### config.mk
export PLATFORM = sky130hd
export DESIGN_NAME = leds_show
export DESIGN_NICKNAME = d
export VERILOG_FILES = /design/src/rtl/leds_show_pkg.sv /design/src/rtl/leds_show_button_debouncer.sv /design/src/rtl/leds_show.sv
export SDC_FILE = /design/constraint.sdc
export NUM_CORES = 1
export LEC_CHECK = 0
export ABC_AREA = 1
export BUFFER_PORTS_ARGS = -buffer_cell sky130_fd_sc_hd__buf_2
export CAP_MARGIN = 20
export CORE_UTILIZATION = 25
export CTS_CLUSTER_DIAMETER = 30
export DETAILED_ROUTE_END_ITERATION = 8
export GPL_ROUTABILITY_DRIVEN = 0
export GPL_TIMING_DRIVEN = 0
export PLACE_DENSITY = 0.4
export SETUP_SLACK_MARGIN = 0.1
export SKIP_LAST_GASP = 1
export SLEW_MARGIN = 25
export SYNTH_ARGS = -nofsm -noshare
export SYNTH_HDL_FRONTEND = slang
export SYNTH_SLANG_ARGS = --single-unit
### constraint.sdc
create_clock -name clk -period 1.6 [get_ports clk]
set_input_delay 0.16 -clock clk [delete_from_list [all_inputs] [get_ports clk]]
set_output_delay 0.16 -clock clk [all_outputs]
set_load 0.01 [all_outputs]
### src/rtl/leds_show_pkg.sv
// leds_show_pkg: shared types and constants for the single-LED show controller.
// Holds the display-mode encoding, the mode count and the debounce counter width.
package leds_show_pkg;

    localparam int DEBOUNCE_CNT_W = 16;
    localparam int MODE_COUNT     = 4;

    typedef enum logic [1:0] {
        OFF  = 2'd0,
        ON   = 2'd1,
        SLOW = 2'd2,
        FAST = 2'd3
    } led_mode_t;

    // Cycle OFF -> ON -> SLOW -> FAST -> OFF
    function automatic led_mode_t next_mode(input led_mode_t m);
        if (m == led_mode_t'(2'(MODE_COUNT - 1))) begin
            return OFF;
        end
        return led_mode_t'(m + 2'd1);
    endfunction

endpackage

### src/rtl/leds_show_button_debouncer.sv
// button_debouncer: 2-FF synchronizer, debounce counter and press (rising-edge) detect
// for a raw asynchronous push button.
module button_debouncer
    import leds_show_pkg::*;
#(
    parameter int DEBOUNCE_CYCLES = 4
) (
    input  logic clk,
    input  logic rst_n,
    input  logic btn_raw,
    output logic btn_db,
    output logic press
);

    localparam logic [DEBOUNCE_CNT_W-1:0] CNT_LAST = DEBOUNCE_CNT_W'(DEBOUNCE_CYCLES - 1);

    logic                      sync1;
    logic                      sync2;
    logic                      db;
    logic                      db_q;
    logic [DEBOUNCE_CNT_W-1:0] cnt;

    // Two-flop synchronizer bringing the raw pin into the clock domain
    always_ff @(posedge clk or negedge rst_n) begin
        if (!rst_n) begin
            sync1 <= 1'b0;
            sync2 <= 1'b0;
        end else begin
            sync1 <= btn_raw;
            sync2 <= sync1;
        end
    end

    // Accept a new level only after it has differed from db for DEBOUNCE_CYCLES samples
    always_ff @(posedge clk or negedge rst_n) begin
        if (!rst_n) begin
            cnt <= '0;
            db  <= 1'b0;
        end else if (sync2 == db) begin
            cnt <= '0;
        end else if (cnt == CNT_LAST) begin
            cnt <= '0;
            db  <= ~db;
        end else begin
            cnt <= cnt + DEBOUNCE_CNT_W'(1);
        end
    end

    // One-cycle delayed copy of the debounced level for edge detection
    always_ff @(posedge clk or negedge rst_n) begin
        if (!rst_n) begin
            db_q <= 1'b0;
        end else begin
            db_q <= db;
        end
    end

    assign btn_db = db;
    assign press  = db & ~db_q;

endmodule

### src/rtl/leds_show.sv
// leds_show: single-LED show controller. Each debounced button press advances the
// display mode. Optional macro LEDS_SHOW_BLINK_EN enables the four-mode version
// (OFF/ON/SLOW/FAST with blink generator); without it each press toggles OFF/ON.
module leds_show
    import leds_show_pkg::*;
#(
    parameter int DEBOUNCE_CYCLES = 4,
    parameter int BLINK_SLOW_DIV  = 8,
    parameter int BLINK_FAST_DIV  = 2
) (
    input  logic clk,
    input  logic rst_n,
    input  logic pushButton,
    output logic led
);

    if (DEBOUNCE_CYCLES < 1 || DEBOUNCE_CYCLES > 65535) begin : g_bad_debounce
        $error("leds_show: DEBOUNCE_CYCLES out of range");
    end
    if (BLINK_SLOW_DIV < 2 || BLINK_FAST_DIV < 1 || BLINK_FAST_DIV >= BLINK_SLOW_DIV) begin : g_bad_blink
        $error("leds_show: illegal BLINK_SLOW_DIV / BLINK_FAST_DIV combination");
    end

    logic btn_db;
    logic press;
    logic step;
    logic led_d;

    button_debouncer #(
        .DEBOUNCE_CYCLES(DEBOUNCE_CYCLES)
    ) u_debouncer (
        .clk    (clk),
        .rst_n  (rst_n),
        .btn_raw(pushButton),
        .btn_db (btn_db),
        .press  (press)
    );

    // press already implies the debounced level is high; the AND only makes that explicit
    assign step = press & btn_db;

`ifdef LEDS_SHOW_BLINK_EN

    localparam int BLINK_CNT_W = $clog2(BLINK_SLOW_DIV);
    localparam logic [BLINK_CNT_W-1:0] SLOW_LAST = BLINK_CNT_W'(BLINK_SLOW_DIV - 1);
    localparam logic [BLINK_CNT_W-1:0] FAST_LAST = BLINK_CNT_W'(BLINK_FAST_DIV - 1);

    led_mode_t              mode;
    led_mode_t              mode_next;
    logic [BLINK_CNT_W-1:0] blink_cnt;
    logic [BLINK_CNT_W-1:0] blink_last;
    logic                   phase;

    // Mode state register
    always_ff @(posedge clk or negedge rst_n) begin
        if (!rst_n) begin
            mode <= OFF;
        end else begin
            mode <= mode_next;
        end
    end

    // Next mode: advance once per accepted press
    always_comb begin
        mode_next = mode;
        if (step) begin
            mode_next = next_mode(mode);
        end
    end

    assign blink_last = (mode == SLOW) ? SLOW_LAST : FAST_LAST;

    // Blink generator: restart lit on every mode change, toggle phase every div cycles
    always_ff @(posedge clk or negedge rst_n) begin
        if (!rst_n) begin
            blink_cnt <= '0;
            phase     <= 1'b1;
        end else if (step) begin
            blink_cnt <= '0;
            phase     <= 1'b1;
        end else if (mode == SLOW || mode == FAST) begin
            if (blink_cnt == blink_last) begin
                blink_cnt <= '0;
                phase     <= ~phase;
            end else begin
                blink_cnt <= blink_cnt + BLINK_CNT_W'(1);
            end
        end else begin
            blink_cnt <= '0;
        end
    end

    // LED drive decoded from the current mode
    always_comb begin
        led_d = 1'b0;
        case (mode)
            OFF:     led_d = 1'b0;
            ON:      led_d = 1'b1;
            SLOW:    led_d = phase;
            FAST:    led_d = phase;
            default: led_d = 1'b0;
        endcase
    end

`else

    logic mode_on;
    logic mode_on_next;

    // Mode state register (OFF/ON only)
    always_ff @(posedge clk or negedge rst_n) begin
        if (!rst_n) begin
            mode_on <= 1'b0;
        end else begin
            mode_on <= mode_on_next;
        end
    end

    // Next mode: each press toggles OFF <-> ON
    always_comb begin
        mode_on_next = mode_on;
        if (step) begin
            mode_on_next = ~mode_on;
        end
    end

    // LED drive follows the mode directly
    always_comb begin
        led_d = mode_on;
    end

`endif

    // Registered LED output so nothing from the button reaches the pin combinationally
    always_ff @(posedge clk or negedge rst_n) begin
        if (!rst_n) begin
            led <= 1'b0;
        end else begin
            led <= led_d;
        end
    end

endmodule

**Yosys cells after proc, flatten, opt, wreduce, memory -nomap -nowiden**

Index checks and enable logic that the tools add are counted.

- Input port bits: 3
- Bits in registers: 22
- Logic and storage cells: 19

- Add/sub/neg operators: 1
- Mux-type cells: 2
- Equal/unequal tests: 2
- Reduce and logical (&&, ||, !) cells: 1
- Bitwise gates (word level): 6

Operator list:

| cell | number |
|---|---|
| $mux W16 | 2 |
| $add A16 B1 Y16 const B | 1 |
| $eq A16 B2 Y1 const B | 1 |
| $not A1 Y1 | 4 |
| $and A1 B1 Y1 | 2 |
| $reduce_and A2 Y1 | 1 |
| $eq A1 B1 Y1 | 1 |

**Longest topological paths before layout**

- Word-level depth: 3
- Gate-level depth with buffers: 8
- Gate-level depth less buffers: 8

**Modules after synthesis**

A second synthesis with hierarchy kept.

- Cells, all modules: 144
- Area, all modules: 1136.1 um2

Modules (own cells, without submodules):

| module | times used | cells each | area an instance (um2) |
|---|---|---|---|
| button_debouncer | 1 | 137 | 1066.0 |
| leds_show | 1 | 7 | 70.1 |

**Least setup slack after synthesis**

Ideal clock, no wire load.

- Path kind: flip-flop to flip-flop
- From: register u_debouncer.cnt[0]
- To: register u_debouncer.cnt[10]
- Buffers on the path: 0
- Arrival: 1.085 ns
- Slack: 0.392 ns
- Stages on the path, launching flop included: 9
- Setup time: 0.123 ns
- Data required time: 1.477 ns
- Period minus slack after synthesis: 1.208 ns
- Path through: dfrtp_1 -> ha_1 -> nand3_2 -> inv_2 -> nand2_2 -> nor2_1 -> nand2_1 -> nand2_1 -> nor2_1

- Longest elaborated chain between the ends: 3

Ends and longest elaborated chain:

| element | line | source |
|---|---|---|
| start: declaration | leds_show_button_debouncer.sv:21 | `logic [DEBOUNCE_CNT_W-1:0] cnt;` |
| start signal: assignment | leds_show_button_debouncer.sv:45 | `cnt <= cnt + DEBOUNCE_CNT_W'(1);` |
| $add A16 B1 Y16 or $eq A16 B2 Y1 (tied branches) | leds_show_button_debouncer.sv:45, leds_show_button_debouncer.sv:41 |  |
| $mux W16 * | leds_show_button_debouncer.sv:41 | `end else if (cnt == CNT_LAST) begin` |
| $mux W16 * | leds_show_button_debouncer.sv:39 | `end else if (sync2 == db) begin` |

Every way passes the cells marked *; elsewhere a longest branch is shown, timed or not.
A chain may end at the register's enable or synchronous reset.

**Worst setup path in the final report**

Same ends and word-level chain as after synthesis.

==> reports/qor.yml <==
outcome:
  status: "complete, no violations"
logic_synthesis:
  synth_top_area_cell: "dfrtp_1"
  ys_seq_elements: 22
  postSynthAreaPerCell_um2: 8.08
  syn_inst: 136
  async_flop_share: 1.00
  yosys.area.top_type_share: 0.501
  yosysWarnings: 0
  syn_nets: 140
  ys_seq_area_frac: 0.501
  syn-cell-area_mm2: 0.00110
  synth_common_cells: "nand2_1 (30), nor2_1 (26), dfrtp_1 (22), inv_1 (15), nand3_1 (8)"
  synth_edf_count: 0
  synthTopCellsByArea: "dfrtp_1 (50%), nand2_1 (10%), nor2_1 (8.9%)"
  synth_ff_type: "dfrtp_1"
  yosysMostFrequentCell: "nand2_1"
  synth_cell_type_count: 18
pwr:
  net-switching-power_mw: 0.407
  comb_power_share: 0.169
  internal-power_mw: 1.06
  leakage_nw: 0.537
  swShare: 0.277
  p_seq_frac: 0.473
  powerDensity_mw_per_mm2: 1160
  ir_worst_vdd_uv: 268
  clkPwrFrac: 0.357
worst_setup_path:
  crit_type: "reg -> reg"
  path_cells: "ha_2 -> nand3_2 -> inv_2 -> nand2_2 -> nor2_1 -> nand2_1 -> nand2_1 -> nor2_1"
  critPathLaunchType: "register"
  slowest_delay_ns: 0.41
  crit_slowest_cell: "dfrtp_1"
  critPathCaptureType: "register"
  cp.required_ns: 1.75
  crit_arrival_ns: 1.52
  worstPathMaxFanout: 4
cts:
  cts_tree: "yes"
  numCtsBuffers: 3
  cts_root_buf: "clkbuf_8"
  clkLatencyLatePin_ns: 0.26
  clockBufferDepth: 2
  htree_levels: 1
  cts.sink_count: 22
  clk_pin_slew_worst_paths_ns: 0.09
sta:
  timing.final.crit_period_ns: 1.37
  slew_viol_final: 0
  final-hold-violation-count: 0
  slew_headroom: 0.670
  fin_setup_tns_ns: 0
  fmax_mhz: 732
  setup_viol: 0
  tightest_slew_ns: 0.495
  rsz0062_at_grt: "no"
  fin_crit_sh: 0.854
  finClkSkew_ns: 0.00352
floorplanning:
  fp.dieW_um: 68.3
  rows: 23
  io-pin-count: 4
  core_area_mm2: 0.00412
  die-area_mm2: 0.00466
  start_util: 0.267
  die_h_um: 68.3
drt:
  viasPerCell: 4.40
  drtPass1Iterations: 4
  drtIter0Drc: 62
  routed_wl_mm: 2.14
  wl_per_cell_um: 11.0
  drcViolationCount: 0
  vias: 858
  antenna_left: 0
global_routing:
  grt-ovfl-total: 0
  grt_use_total: 0.116
  antenna_found_initial: 0
  grt_max_degree: 23
  grt_first_pass_wirelength_mm: 3.89
  grt_pass1_vias: 862
final_layout:
  area_growth_pct: 15.6
  multiInputGateArea_um2: 482
  regArea_um2: 551
  drive_gt1_frac: 0.172
  antenna_cells: 0
  instances_no_fill: 195
  fill_cells: 432
  nNetsFinal: 150
worst_hold_path:
  hold_class: "reg -> reg"
place:
  dp_hpwl_mm: 1.61
  port_buffers: 3
  dp.cells: 189
job:
  maxCapViolations: 0
-- through the flow --
stage	power (mW)	area (um2)	hold WS, ns	worst slack (ns)	util
floorplan	0.877	1100	-0.136	0.392	-
CTS	1.50	1270	0.357	0.179	0.308
detailed placement	0.958	1180	0.166	0.194	0.286
finish	1.47	1270	0.354	0.233	0.309
global placement	0.960	1180	0.158	0.212	0.286
global route	1.58	1270	0.379	0.117	0.309
-- worst paths after layout --
path	start	depth (start not counted)	to	slack (ns)
max	u_debouncer.cnt[0]	8	u_debouncer.cnt[10]	0.23
min	u_debouncer.sync1	0	u_debouncer.sync2	0.35
max reg2reg	u_debouncer.cnt[0]	8	u_debouncer.cnt[10]	0.23
min reg2reg	u_debouncer.sync1	0	u_debouncer.sync2	0.35
max in group asynchronous	rst_n	2	u_debouncer.cnt[13]	0.87
min in group asynchronous	rst_n	2	led	0.39
-- power by group through the flow --
stage / registers, mW / clock network (mW) / logic (mW)
after floorplan: 0.704 / 0 / 0.173
after global placement: 0.705 / 0 / 0.255
after detailed placement: 0.707 / 0 / 0.251
after CTS: 0.696 / 0.549 / 0.256
after global routing: 0.710 / 0.573 / 0.299
final: 0.695 / 0.525 / 0.249
-- registers in the layout (all words and copies together), names as in the netlist --
register	count
led	1
led_d	1
u_debouncer.btn_db	1
u_debouncer.cnt	16
u_debouncer.db_q	1
u_debouncer.sync1	1
u_debouncer.sync2	1
-- routing by layer --
layer / part of all wire / wire length, um / GRT usage / vias up
met5: 0 / 0 / 0 / -
met4: 0.0089 / 19 / 0.0469 / 0
met3: 0.032 / 69 / 0.0250 / 2
met2: 0.45 / 954 / 0.189 / 14
met1: 0.51 / 1100 / 0.147 / 402
li1: - / - / - / 440
-- area by class of cell --
class,count,area share
multi-input combinational,96,0.379
inverter,17,0.0502
clock buffer,3,0.0325
sequential,22,0.433
buffer,1,0.00394
clock inverter,1,0.0236
timing repair buffer,5,0.0276
tap,50,0.0493
-- kinds of logic (layout without fill, tap and decap cells) --
logic type	after synthesis	after routing	synth area share
buffers and inverters	18	27	0.0626
XOR/XNOR	6	6	0.0478
AND/OR/NAND/NOR	84	84	0.354
flip-flops	22	22	0.501
AO/OA/AOI/OAI	5	5	0.0228
adder cells (fa/ha/maj)	1	1	0.0114
-- worst max-delay path, delay by kind of cell (launching register included) --
kind	cells	cell delay [ns]
adder cells (fa/ha/maj)	1	0.25
flip-flops	1	0.41
buffers and inverters	1	0.10
AND/OR/NAND/NOR	6	0.48
-- layout by cell type (no fill, tap or decap), drive strengths merged --
master / instances
nand2: 35
nor2: 33
dfrtp: 22
inv: 17
nand3: 10
xor2: 4
buf: 4
nand4: 3
o21ai: 3
nor3: 3
clkbuf: 3
a21oi: 2
xnor2: 2
dlygate4sd3: 2
ha: 1
bufinv: 1
-- repair_timing --
item | in CTS | in global routing
hold buffers | 2 | 0
buffers inserted | 0 | 0
hold endpoints to repair | 23 | 0
resized for setup | 0 | 1
setup endpoints to repair | 0 | 5
(Power assumes the default switching activity.)
